===== src/rtl/pmu_seq.sv =====
// Power-mode sequencer: turns PCON IDLE/STOP pulses into clock/oscillator enables
// and times the oscillator warm-up before resuming from STOP.
module pmu_seq #(
    parameter int                WARM_W   = 8,
    parameter logic [WARM_W-1:0] WARM_CNT = WARM_W'(200)
) (
    input  logic       clk,
    input  logic       rstn,
    input  logic       pmuintreq,
    input  logic       idle_req,
    input  logic       stop_req,
    output logic       cpu_clk_en,
    output logic       per_clk_en,
    output logic       osc_en,
    output logic       wake_o,
    output logic [2:0] pmu_state
);

    typedef enum logic [2:0] {
        RUN    = 3'd0,
        IDLE   = 3'd1,
        STOPG  = 3'd2,
        STOP   = 3'd3,
        WARM   = 3'd4,
        RESUME = 3'd5
    } state_t;

    state_t            state_q, state_d;
    logic [WARM_W-1:0] cnt_q, cnt_d;
    logic              req_r;
    logic              cpu_d, per_d, osc_d, wake_d;

    // Next-state logic; every wake decision uses the registered request.
    always_comb begin
        state_d = state_q;
        cnt_d   = '0;
        case (state_q)
            RUN: begin
                if (!req_r) begin
                    if (stop_req)      state_d = STOPG;
                    else if (idle_req) state_d = IDLE;
                end
            end
            IDLE: begin
                if (req_r) state_d = RESUME;
            end
            STOPG: begin
                state_d = req_r ? RESUME : STOP;
            end
            STOP: begin
                if (req_r) begin
                    state_d = WARM;
                    cnt_d   = WARM_CNT;
                end
            end
            WARM: begin
                if (cnt_q == '0) state_d = RESUME;
                else             cnt_d   = cnt_q - WARM_W'(1);
            end
            RESUME:  state_d = RUN;
            default: state_d = RUN;
        endcase
    end

    // Output decode from the next state so the enables are registered with it.
    always_comb begin
        cpu_d  = 1'b1;
        per_d  = 1'b1;
        osc_d  = 1'b1;
        wake_d = 1'b0;
        case (state_d)
            IDLE:   cpu_d = 1'b0;
            STOPG: begin
                cpu_d = 1'b0;
                per_d = 1'b0;
            end
            STOP: begin
                cpu_d = 1'b0;
                per_d = 1'b0;
                osc_d = 1'b0;
            end
            WARM: begin
                cpu_d = 1'b0;
                per_d = 1'b0;
            end
            RESUME: wake_d = 1'b1;
            default: begin
                cpu_d  = 1'b1;
                per_d  = 1'b1;
                osc_d  = 1'b1;
                wake_d = 1'b0;
            end
        endcase
    end

    always_ff @(posedge clk or negedge rstn) begin
        if (!rstn) begin
            state_q    <= RUN;
            cnt_q      <= '0;
            req_r      <= 1'b0;
            cpu_clk_en <= 1'b1;
            per_clk_en <= 1'b1;
            osc_en     <= 1'b1;
            wake_o     <= 1'b0;
        end else begin
            state_q    <= state_d;
            cnt_q      <= cnt_d;
            req_r      <= pmuintreq;
            cpu_clk_en <= cpu_d;
            per_clk_en <= per_d;
            osc_en     <= osc_d;
            wake_o     <= wake_d;
        end
    end

    assign pmu_state = state_q;

endmodule


===== config.mk =====
export PLATFORM = sky130hd
export DESIGN_NAME = pmu_seq
export DESIGN_NICKNAME = d
export VERILOG_FILES = /design/src/rtl/pmu_seq.sv
export SDC_FILE = /design/constraint.sdc
export NUM_CORES = 1
export LEC_CHECK = 0
export ABC_AREA = 1
export CAP_MARGIN = 20
export CORE_MARGIN = 8
export CORE_UTILIZATION = 40
export DETAILED_ROUTE_END_ITERATION = 8
export SLEW_MARGIN = 10
export SYNTH_ARGS = -nofsm -noshare
export SYNTH_HDL_FRONTEND = slang
export SYNTH_SLANG_ARGS = --single-unit

===== constraint.sdc =====
create_clock -name clk -period 1.2 [get_ports clk]
set_input_delay 0.24 -clock clk [delete_from_list [all_inputs] [get_ports clk]]
set_output_delay 0.24 -clock clk [all_outputs]
set_load 0.05 [all_outputs]

## Word level (Yosys, flattened, before mapping)

Cells that the tools add are included.

- Output and inout bits: 7
- Register bits: 16
- Logic and storage cells: 36

- Add/subtract/negate cells: 1
- Eq/ne operators: 9
- Muxes and demuxes: 15
- Reduce and logical (&&, ||, !) cells: 4

Operators with widths:

| operator | count |
|---|---|
| 3-bit two-way mux | 7 |
| 8-bit two-way mux | 2 |
| 8-bit case mux with 2 select lines | 1 |
| 3-bit case mux with 5 select lines | 1 |
| 3-bit by 2-bit equality test with 1-bit output, second input constant | 4 |
| 3-bit equality test, second input constant | 3 |
| 8-bit zero test | 1 |
| 8-bit by 1-bit subtractor with 8-bit output, second input constant | 1 |
| 3-bit by 1-bit equality test with 1-bit output, second input constant | 2 |
| 1-bit two-way mux | 4 |
| 4-bit OR reduction | 1 |
| 3-bit zero test | 1 |
| 3-bit OR reduction | 1 |

## Depth between registers and ports, before layout

Gate-level depths: netlist of run 1.

- Depth in word-level cells: 7
- Mapped depth: 9
- Depth with buffers taken out: 9

## Least setup slack after synthesis of run 1

No wires, ideal clock.

- Path kind: reg2reg
- Start point: register state_q[2] (netlist: pmu_state[2])
- End point: register cpu_clk_en
- Setup slack: -241 ps
- Cell stages (with the launch flop): 9
- Buffers on the path: 0
- Arrival: 1377 ps
- Library setup time: 64 ps
- Required time: 1136 ps
- Path through: dfrtp_1 -> nor2_4 -> nand2_4 -> nand2_2 -> nor2_2 -> nand2_1 -> nand2_2 -> nor2_1 -> nor2_2

- Cells in the longest elaborated chain, start to end: 7

RTL lines:

| element | RTL line | RTL |
|---|---|---|
| from (decl) | 28 | `state_t state_q, state_d;` |
| from (signal assigned) | 106 | `state_q <= state_d;` |
| 3-bit two-way mux | 41 | `else if (idle_req) state_d = IDLE;` |
| 3-bit two-way mux | 40 | `if (stop_req) state_d = STOPG;` |
| 3-bit two-way mux | 39 | `if (!req_r) begin` |
| 3-bit case mux with 5 select lines (*) | 37 | `case (state_q)` |
| 3-bit by 2-bit equality test with 1-bit output (tied with other cells) | 71 | `case (state_d)` |
| 4-bit OR reduction (no source line) (*) | - |  |
| 1-bit two-way mux (*) | 71 |  |
| named net cpu_d | 31 | `logic cpu_d, per_d, osc_d, wake_d;` |
| to (signal assigned) | 109 | `cpu_clk_en <= cpu_d;` |
| to (decl) | 12 | `output logic cpu_clk_en,` |

Mark *: on every way through the listed nets, which the timed path passes. The rest lies on a longest branch.

## Final worst setup path of run 1

- Start point: register state_q[1] (netlist: pmu_state[1])
- End point: output port pmu_state[1]

RTL lines:

| element | RTL line | RTL |
|---|---|---|
| to (decl) | 16 | `output logic [2:0] pmu_state` |

No word-level cell between the ends.

==> results of run 1 <==
worst max-delay path: cells and delay by family (launching register included):
family / cells / cell delay, ns
flip-flops: 1 / 0.53
buffers and inverters: 2 / 0.26
path summary, 6_finish.rpt:
path | from | end | slack, ns | cells after the start
min in group clk | pmuintreq | req_r | 0.40 | 1
setup / recovery | pmu_state[1] | pmu_state[1] | -0.11 | 2
hold reg to reg | cnt_q[0] | cnt_q[0] | 0.46 | 1
max in group asynchronous | rstn | osc_en | 0.68 | 2
setup reg to reg | cnt_q[0] | cnt_q[4] | -0.05 | 6
hold / removal | rstn | cnt_q[4] | 0.26 | 2
layout make-up:
| type | count | area share (%) |
|---|---|---|
| multi-input combinational | 62 | 33.6 |
| sequential | 16 | 28.8 |
| timing repair buffer | 35 | 27.4 |
| inverter | 20 | 5.27 |
| clock buffer | 4 | 2.55 |
| tap | 27 | 2.37 |
cell usage after synthesis (2+ instances only):
cell and count:
nand2_1 19, a21oi_1 2, dfrtp_1 13, nor2_1 14, inv_2 2, ha_1 2, nand2_2 3, o21ai_0 3
inv_1 18, nand4_1 2, xor2_1 3, nor2_2 3, nand3_1 4, dfstp_2 3
kinds of logic (layout without fill, tap and decap cells):
| group | after synthesis | in the layout | share of synthesized area (%) |
|---|---|---|---|
| compound gates | 7 | 7 | 4.77 |
| simple gates | 50 | 50 | 30.0 |
| flops | 16 | 16 | 49.7 |
| fa+ha+maj | 2 | 2 | 3.08 |
| xor+xnor | 3 | 3 | 3.23 |
| buf+inv | 20 | 59 | 9.23 |
per-stage QoR:
step	instances	TNS (ns)	hold slack [ns]	util, %
after floorplan	98	-0.0841	-0.0556	-
after global placement	153	-0.687	0.418	60.3
after detailed placement	153	-0.948	0.425	60.3
after CTS	160	-0.445	0.264	68.5
after global routing	164	-1.28	0.282	73.4
final	164	-0.380	0.264	73.4
metal layers:
layer	vias to the layer above	share of wire (%)
met5	-	0
met4	0	1.3
met3	4	4.0
met2	9	56
met1	355	39
li1	376	-
registers in the layout, indices dropped and copies added (netlist names):
signal      cells
cpu_clk_en      1
pmu_state       3
req_r           1
per_clk_en      1
osc_en          1
cnt_q           8
wake_o          1
repair_timing:
action / 4_1_cts / 5_1_grt
endpoints found under the setup margin: 17 / 18
gates resized for setup: 26 / 21
pin swaps: 11 / 11
buffers inserted: 3 / 4
==> results.yml, run 1 <==
sta:
  worst_pin_slew_ns: 0.249
  clock.fmax_mhz: 761
  clock_skew_ns: 0.00533
  period_needed_ns: 1.31
  rsz0062_at_grt: "yes"
  slew_viol_final: 0
  fin_crit_sh_pct: 109
  slew_headroom_pct: 83.3
  final_hold_viol_count: 0
  timing.final.ws_setup_ns: -0.114
  setup_viol: 11
floorplanning:
  core_sq_um: 1940
  placementRows: 16
  ios: 12
  fp.dieArea_sq_um: 3730
  start_util_pct: 41.9
  chipWidth_microns: 61.1
  die_h_microns: 61.1
critical_path:
  cp-start-kind: "register"
  crit_fanout: 6
  critPathRequiredTime_ns: 0.96
  crit_path_end_kind: "output port"
  worstSetupPathType: "reg2out"
  cp_slowest_stage_delay_ns: 0.53
  cp.arrival_ns: 1.07
  crit_chain: "buf_6 -> buf_12"
  worst_path_max_delay_cell: "dfrtp_4"
placed_design:
  gp_congestion: 0.776
  dp_hpwl_mm: 1.31
  place_ws_ns: -0.147
  port_buffers: 11
  placed_area_sq_um: 1170
drt:
  routedWlPerCell_microns: 11.9
  drt_iter0_drc: 11
  ant_nets: 0
  viasPerCell: 4.54
  first_pass_iters: 2
  dr_total_vias: 744
  finalWirelength_mm: 1.96
  drc: 0
grt:
  grt_usage_pct: 11.3
  met2_usage_pct: 20.6
  met3_usage_pct: 2.51
  grt_pass1_wl_mm: 3.17
  grt_pass1_vias: 750
  grt_use_met1_pct: 12.4
  antenna_found_initial: 0
  grt-ovfl-total: 0
  grt_max_degree: 17
  grt-busiest-layer: "met2"
cts:
  cts.clk_slew.worst_paths_ns: 0.10
  cts_root_buffer: "clkbuf_4"
  htreeDepth: 1
  cts_tree: "built"
  clock_sinks: 16
  clockBufferDepth: 2
  cts_buffers: 3
  clock_latency_ns: 0.28
  hold_buffers: 0
layout:
  multiInputGateArea_sq_um: 479
  final_layout_size_suffix_gt1_share_pct: 59.9
  final_cell_mix: "buf_4, nand2_1, inv_1"
  fin_area_sq_um: 1430
  area_delta_synth_final_pct: 75.2
  final_nets: 145
  insertedDiodeCount: 0
  layout_commonest_cell: "buf_4"
  ff_latch_area_sq_um: 410
  nFillCells: 154
synth:
  synth_cell_types: 21
  synthesis.area_sq_um: 813
  yosysSeqAreaShare_pct: 49.7
  synthArstFlopShare_pct: 100
  ys_ff_latch: 16
  synth_warnings: 0
  synthCells: 98
  syn-num-nets: 105
  synth_top_area_share_pct: 40.0
  synth_area_leaders: "dfrtp_1, dfstp_2, nand2_1"
  synth_top_flop_cell: "dfrtp_1"
  synth-edff-count: 0
  syn_area_per_cell_sq_um: 8.30
  yosys.area.top_type: "dfrtp_1"
outcome:
  violations: "setup timing"
  status: "complete, but fails checks"
worst_hold_path:
  hp-class: "in2async"
flow_run:
  drv_cap: 0
Power of run 1 is not shown: default switching activity piles up to over one toggle a cycle in this logic, so the estimate is an artifact.
==> inputs of run 2 (changes only) <==
CELL_PAD_IN_SITES_DETAIL_PLACEMENT = 1   (was unset)
CELL_PAD_IN_SITES_GLOBAL_PLACEMENT = 2   (was unset)
CORE_UTILIZATION = 27   (was 40)
PLACE_DENSITY_LB_ADDON = 0.1   (was unset)
SLEW_MARGIN = unset   (was 10)
==> run 2 against run 1 <==
The run still ends with setup timing left. Non-clock buffer count up 7. Wire length rose by 19%. Design area up 8.7%.
==> results.yml, run 2 (synthesis results as in run 1) <==
layout:
  final_layout_size_suffix_gt1_share_pct: 72.2
  largest_reg_flops: 8
  final_util_pct: 52.5
  area_delta_synth_final_pct: 90.5
  layout_commonest_cell: "buf_4"
  insertedDiodeCount: 0
  final_nets: 152
  final_cell_mix: "buf_4, inv_2, nand2_2, buf_6, dfrtp_1"
  largest-register: "cnt_q"
critical_path:
  crit_fanout: 4
  crit_path_end_kind: "output port"
  cp.arrival_ns: 1.08
  cp-start-kind: "register"
  critPathRequiredTime_ns: 0.96
  worstSetupPathType: "reg2out"
grt:
  grt-ovfl-total: 0
  grt_pass1_vias: 850
  antenna_found_initial: 0
  grt_pass1_wl_mm: 3.66
  grt_max_degree: 17
  grt_usage_pct: 9.35
placed_design:
  port_buffers: 11
  dp_hpwl_mm: 1.60
  place_ws_ns: -0.140
  gp_congestion: 0.717
sta:
  slew_headroom_pct: 84.8
  final.setup.tns_ns: -0.357
  final_hold_viol_count: 0
  period_needed_ns: 1.32
  clock_skew_ns: 0.00168
  timing.final.ws_setup_ns: -0.125
  setup_viol: 10
  slew_viol_final: 0
  rsz0062_at_grt: "yes"
  fin_crit_sh_pct: 110
  worst_pin_slew_ns: 0.228
  clock.fmax_mhz: 755
cts:
  clockBufferDepth: 2
  htreeDepth: 1
  clock_latency_ns: 0.28
  cts_root_buffer: "clkbuf_4"
  cts_tree: "built"
  clock_sinks: 16
  cts.clk_slew.worst_paths_ns: 0.09
  cts_buffers: 3
drt:
  dr_total_vias: 772
  viasPerCell: 4.36
  ant_nets: 0
  first_pass_iters: 3
  drc: 0
  drt_iter0_drc: 22
  routedWlPerCell_microns: 13.1
  finalWirelength_mm: 2.32
outcome:
  status: "complete, but fails checks"
  violations: "setup timing"
flow_run:
  drv_cap: 0
floorplanning:
  core_sq_um: 2950
  chipWidth_microns: 70.9
  die_h_microns: 70.9
  start_util_pct: 27.5
  ios: 12
  fp.dieArea_sq_um: 5020
  placementRows: 20
worst_hold_path:
  hp-class: "in2async"
run 2: cell count changes in the layout (fill, tap and decap cells not counted), moves of 4 or more:
cell,change
buf_4,+4
nand2_1,-6
nand2_2,+4
nor2_2,+4
run 2: what timing repair did:
item                                    CTS  global route
gates resized for setup                  37            31
hold buffers                              0             0
setup buffers                             1             7
endpoints found under the setup margin   17            18
pin swaps                                 7            14
run 2: worst max-delay path, stage by stage (launching register included):
cell,delay [ns]
dfrtp_4,0.52
buf_6,0.14
buf_12,0.14
run 2: final timing paths:
check / startpoint / end / slack [ns] / cells past startpoint
setup reg to reg: pmu_state[1] / cpu_clk_en / -0.04 / 8
min in group clk: pmuintreq / req_r / 0.39 / 1
setup / recovery: pmu_state[1] / pmu_state[1] / -0.12 / 2
hold / removal: rstn / pmu_state[1] / 0.28 / 2
hold reg to reg: cnt_q[0] / cnt_q[0] / 0.54 / 2
max in group asynchronous: rstn / per_clk_en / 0.67 / 2
run 2: layer usage:
layer  GRT usage [%]  part of all wire (%)  up-vias
met5               0                     0        -
met4            5.54                   1.3        0
met3            1.69                   2.4        2
met2            17.2                    58        7
met1            9.59                    39      373
li1                -                     -      390
run 2: cell type report:
type / instances / area [sq um]
inverter: 20 / 77.6
fill: 331 / 1400
tap: 33 / 41.3
timing repair buffer: 42 / 454
sequential: 16 / 410
multi-input combinational: 62 / 529
clock buffer: 4 / 36.3
run 2: metrics by stage:
stage | hold WS (ns) | cell area [sq um] | std cells
2_1_floorplan | -0.0556 | 830 | 98
3_3_place_gp | 0.415 | 1220 | 165
3_5_place_dp | 0.417 | 1220 | 165
4_1_cts | 0.271 | 1400 | 170
5_1_grt | 0.269 | 1550 | 177
6_report | 0.277 | 1550 | 177
Power of run 2 is left out for the same reason.
==> inputs of run 3 (changes only) <==
CORE_UTILIZATION = 25   (was 27)
MAX_ROUTING_LAYER = met4   (was unset)
==> run 3 against run 2 <==
The run still ends with setup timing left. Worst setup slack got worse by 0.021 ns. Core utilization decreased by 0.95 points. Clock skew decreased by 0.00055 ns. Final cell count increased by 6.8%. Fmax decreased by 1.6%. Wire length decreased by 3.7%. Non-clock buffer count increased by 1. Register-to-register slack got worse by 0.05 ns. Clock-buffer cell count unchanged. Critical path depth increased by 1. Critical endpoint is now pmu_state[0].
==> results.yml, run 3 (synthesis results as in run 1) <==
layout:
  area_delta_synth_final_pct: 94.9
  largest_reg_flops: 8
  multiInputGateArea_sq_um: 529
  layout_commonest_cell: "buf_4"
  nFillCells: 350
  insertedDiodeCount: 0
  final_cell_mix: "buf_4, buf_6, nand2_1"
  largest-register: "cnt_q"
  ff_latch_area_sq_um: 410
  final_nets: 153
  final_cells: 189
  final_layout_size_suffix_gt1_share_pct: 66.9
critical_path:
  crit_path_end_kind: "output port"
  cp_slowest_stage_delay_ns: 0.44
  cp_top_family: "flip-flops"
  worst_path_max_delay_cell: "dfrtp_2"
  crit_buf_inv: 3
  cp_common_cell: "buf_6"
  reg2regPathDepth: 9
  crit_fanout: 3
  cp.depth: 3
  cp-start-kind: "register"
  crit_chain: "buf_6 -> buf_6 -> buf_12"
  critPathRequiredTime_ns: 0.96
  cp.arrival_ns: 1.11
  worstSetupPathType: "reg2out"
drt:
  finalWirelength_mm: 2.24
  drc: 0
  routedWlPerCell_microns: 11.8
  first_pass_iters: 3
  met2_length_mm: 1.27
  ant_nets: 0
  drt_iter0_drc: 17
  routed.top_layer: "met4"
  wl_met3_microns: 45
  viasPerCell: 4.10
  dr_total_vias: 774
  wl_met1_microns: 907
sta:
  fin_crit_sh_pct: 112
  final_hold_viol_count: 0
  slew_viol_final: 0
  worst_pin_slew_ns: 0.219
  period_needed_ns: 1.35
  slew_headroom_pct: 85.4
  clock.fmax_mhz: 743
  timing.final.ws_setup_ns: -0.146
  rsz0062_at_grt: "yes"
  clock_skew_ns: 0.00113
  setup_viol: 16
cts:
  htreeDepth: 1
  clockBufferDepth: 2
  cts_buffers: 3
  clock_sinks: 16
  cts_tree: "built"
  clock_latency_ns: 0.28
  cts_root_buffer: "clkbuf_4"
  cts.clk_slew.worst_paths_ns: 0.10
floorplanning:
  start_util_pct: 26.4
  fp.dieArea_sq_um: 5330
  chipWidth_microns: 73.0
  ios: 12
  core_sq_um: 3080
  placementRows: 20
  die_h_microns: 73.0
grt:
  grt_pass1_vias: 928
  antenna_found_initial: 0
  grt_usage_pct: 9.77
  grt_max_degree: 17
  grt-ovfl-total: 0
  grt_pass1_wl_mm: 3.97
flow_run:
  drv_cap: 0
placed_design:
  gp_congestion: 0.749
  placed_cells: 176
  dp_hpwl_mm: 1.66
  port_buffers: 11
worst_hold_path:
  hp-class: "in2async"
outcome:
  status: "complete, but fails checks"
  violations: "setup timing"
==> run 3: changes by cell type in the layout (fill, tap and decap cells not counted), moves of 2 or more <==
cell,delta
buf_4,-4
buf_6,+4
inv_1,+2
nand2_1,+5
nand2_2,-5
nor2_1,-2
nor2_4,+3
==> run 3: repair_timing <==
item,CTS,global route
buffers inserted,9,1
resized for setup,35,31
pin swaps,9,10
endpoints found under the setup margin,18,18
hold buffers,0,0
==> run 3: per-stage QoR <==
step	area (sq um)	hold slack [ns]	utilization, %	setup slack (ns)	setup TNS (ns)
floorplan	830	-0.0556	-	-0.0316	-0.0841
global placement	1240	0.410	40.2	-0.181	-1.27
detailed placement	1240	0.421	40.2	-0.193	-1.69
CTS	1470	0.275	47.7	-0.156	-0.784
global route	1590	0.274	51.5	-0.186	-1.90
finish	1590	0.276	51.5	-0.146	-0.827
==> run 3: path summary, 6_finish.rpt <==
| kind | startpoint | end | slack [ns] |
|---|---|---|---|
| worst min-delay path | rstn | req_r | 0.28 |
| worst max-delay path | pmu_state[0] | pmu_state[0] | -0.15 |
| max in group asynchronous | rstn | per_clk_en | 0.67 |
| worst min register to register | cnt_q[0] | cnt_q[0] | 0.46 |
| worst max register to register | pmu_state[1] | cpu_clk_en | -0.09 |
| min in group clk | pmuintreq | req_r | 0.38 |
==> run 3: worst register-to-register path: stages (launching register included) <==
cell and delay [ns]:
dfrtp_4 0.52, nor2_4 0.12, buf_6 0.12, nand2_4 0.06
nor2_4 0.10, nor2_4 0.05, nand2_2 0.07, nand2_4 0.06
nor2_2 0.09, nor2_2 0.04
==> run 3: final cells by class <==
cell class              count  area share [%]
repair buffers             43            30.9
well taps                  44            3.47
inverters                  20            4.74
flip-flops and latches     16            25.9
multi-input cells          62            33.4
clock buffers               4            1.66
==> run 3: layer usage <==
metal	global-route usage (%)	vias up
met1	9.48	378
met3	2.34	2
met2	18.7	5
met5	-	-
met4	2.67	0
li1	-	389
Power of run 3 is left out for the same reason.
==> patch (flow settings as in run 3) <==
The parameter `WARM_W` goes from 8 to 9.
--- a/src/rtl/pmu_seq.sv
+++ b/src/rtl/pmu_seq.sv
@@ -1,7 +1,7 @@
 // Power-mode sequencer: turns PCON IDLE/STOP pulses into clock/oscillator enables
 // and times the oscillator warm-up before resuming from STOP.
 module pmu_seq #(
-    parameter int                WARM_W   = 8,
+    parameter int                WARM_W   = 9,
     parameter logic [WARM_W-1:0] WARM_CNT = WARM_W'(200)
 ) (
     input  logic       clk,
Behaviour: same outputs for any inputs over 10 cycles, from zero or initial values and one cycle with rstn low; that may be too few to reach the edited logic, so the function may still have changed.
==> patch against run 3 <==
  * Die area is 4.6% higher
  * The run still ends with setup timing left
  * Global-route usage about the same
  * Synthesized area increased by 5.8%
  * Design area shrank 3.7%
  * Setup slack improved by 51 ps
  * Wire length grew 2.0%
  * Sequential cell count increased by 1
  * Largest cell class unchanged
==> patch: results <==
INSERT INTO impl_metrics (metric_group, metric, value, unit) VALUES
('timing', 'final_critical_path_setup_slack', '-94.3', 'ps'),
('synth', 'synthDistinctLibCells', '22', ''),
('synth', 'synthesis.nets', '113', ''),
('synth', 'synth-adder-area-share', '2.91', '%'),
('detailed_routing', 'number_of_vias_after_detailed_routing', '811', ''),
('run_status', 'status', 'finished, violations left', ''),
('detailed_routing', 'drtIter0Drc', '10', ''),
('synth', 'synth_commonest_cells', 'inv_1, nand2_1, nor2_1', ''),
('synth', 'synth_top_cells_by_area', 'dfrtp_1, dfstp_2, inv_1, nand2_1, nor2_1', ''),
('detailed_routing', 'drt_pass1_iterations', '4', ''),
('run_status', 'failed_checks', 'setup timing', ''),
('placement', 'routabilityCongestion', '0.748', ''),
('setup_path', 'cpPeakStageDelay', '410', 'ps'),
('synth', 'synth-xor-area-share', '1.02', '%'),
('grt', 'grt_pass1_wl', '3.91', 'mm'),
('setup_path', 'worstSetupStartpoint', 'cnt_q[0]', ''),
('synth', 'syn_avg_cell_area', '8.12', 'sq um'),
('timing', 'final_count_of_negative_setup_slack_endpoints', '17', ''),
('grt', 'grt_pass1_vias', '880', ''),
('placement', 'placed_cells_incl_taps', '182', '');
patch: area by class of cell:
cell class | instances | area (sq um)
multi-input combinational | 64 | 488
inverter | 25 | 96.3
timing repair buffer | 39 | 425
sequential | 17 | 433
tap | 46 | 57.6
fill | 395 | 1780
clock buffer | 4 | 26.3
patch: path summary, 6_finish.rpt:
kind	end	slack [ps]	depth (start not counted)
setup / recovery	cnt_q[5]	-90	6
hold reg to reg	cnt_q[4]	540	2
hold / removal	cnt_q[0]	270	2
max in group asynchronous	per_clk_en	720	2
setup reg to reg	cnt_q[5]	-90	6
min in group clk	req_r	370	1
patch: metrics by stage:
stage	setup TNS, ps	util (%)	instance area (sq um)	power [W]	hold WS, ps
after floorplan	-64.6	-	893	0.00199	-55.6
after global placement	-1180	38.9	1290	0.00288	512
after detailed placement	-1330	38.9	1290	0.00292	523
after CTS	-1000	42.2	1400	0.00346	263
after global routing	-2170	46.1	1530	0.00394	262
final	-895	46.1	1530	0.00366	272
patch: repair_timing:
action | 4_1_cts | 5_1_grt
gates resized for setup | 15 | 24
buffers inserted | 5 | 4
endpoints found under the setup margin | 19 | 19
pin swaps | 3 | 13
hold buffers | 0 | 0
patch: kinds of logic (layout without fill, tap and decap cells):
kind of cell,after synthesis,in the layout
DFF,17,17
and+or+nand+nor,51,51
buffers and inverters,25,68
adders and majority gates,2,2
xor gates and xnor gates,1,1
AOI/OAI and AO/OA,10,10
patch: metal layers:
layer  vias up  wire length, microns  share of wire (%)  track usage (%)
met4         0                    41                1.8             3.91
met2         9                  1220                 54             17.3
met5         -                     0                  0                -
li1        408                     -                  -                -
met3         5                    58                2.5             3.20
met1       389                   960                 42             9.49
patch: power by group through the flow:
| stage | registers, W | logic, W | clock network [W] |
|---|---|---|---|
| floorplan | 0.00119 | 0.000805 | 0 |
| detailed placement | 0.000891 | 0.00203 | 0 |
| global placement | 0.000886 | 0.00200 | 0 |
| global route | 0.000897 | 0.00268 | 0.000366 |
| CTS | 0.000879 | 0.00224 | 0.000345 |
| finish | 0.000876 | 0.00247 | 0.000316 |
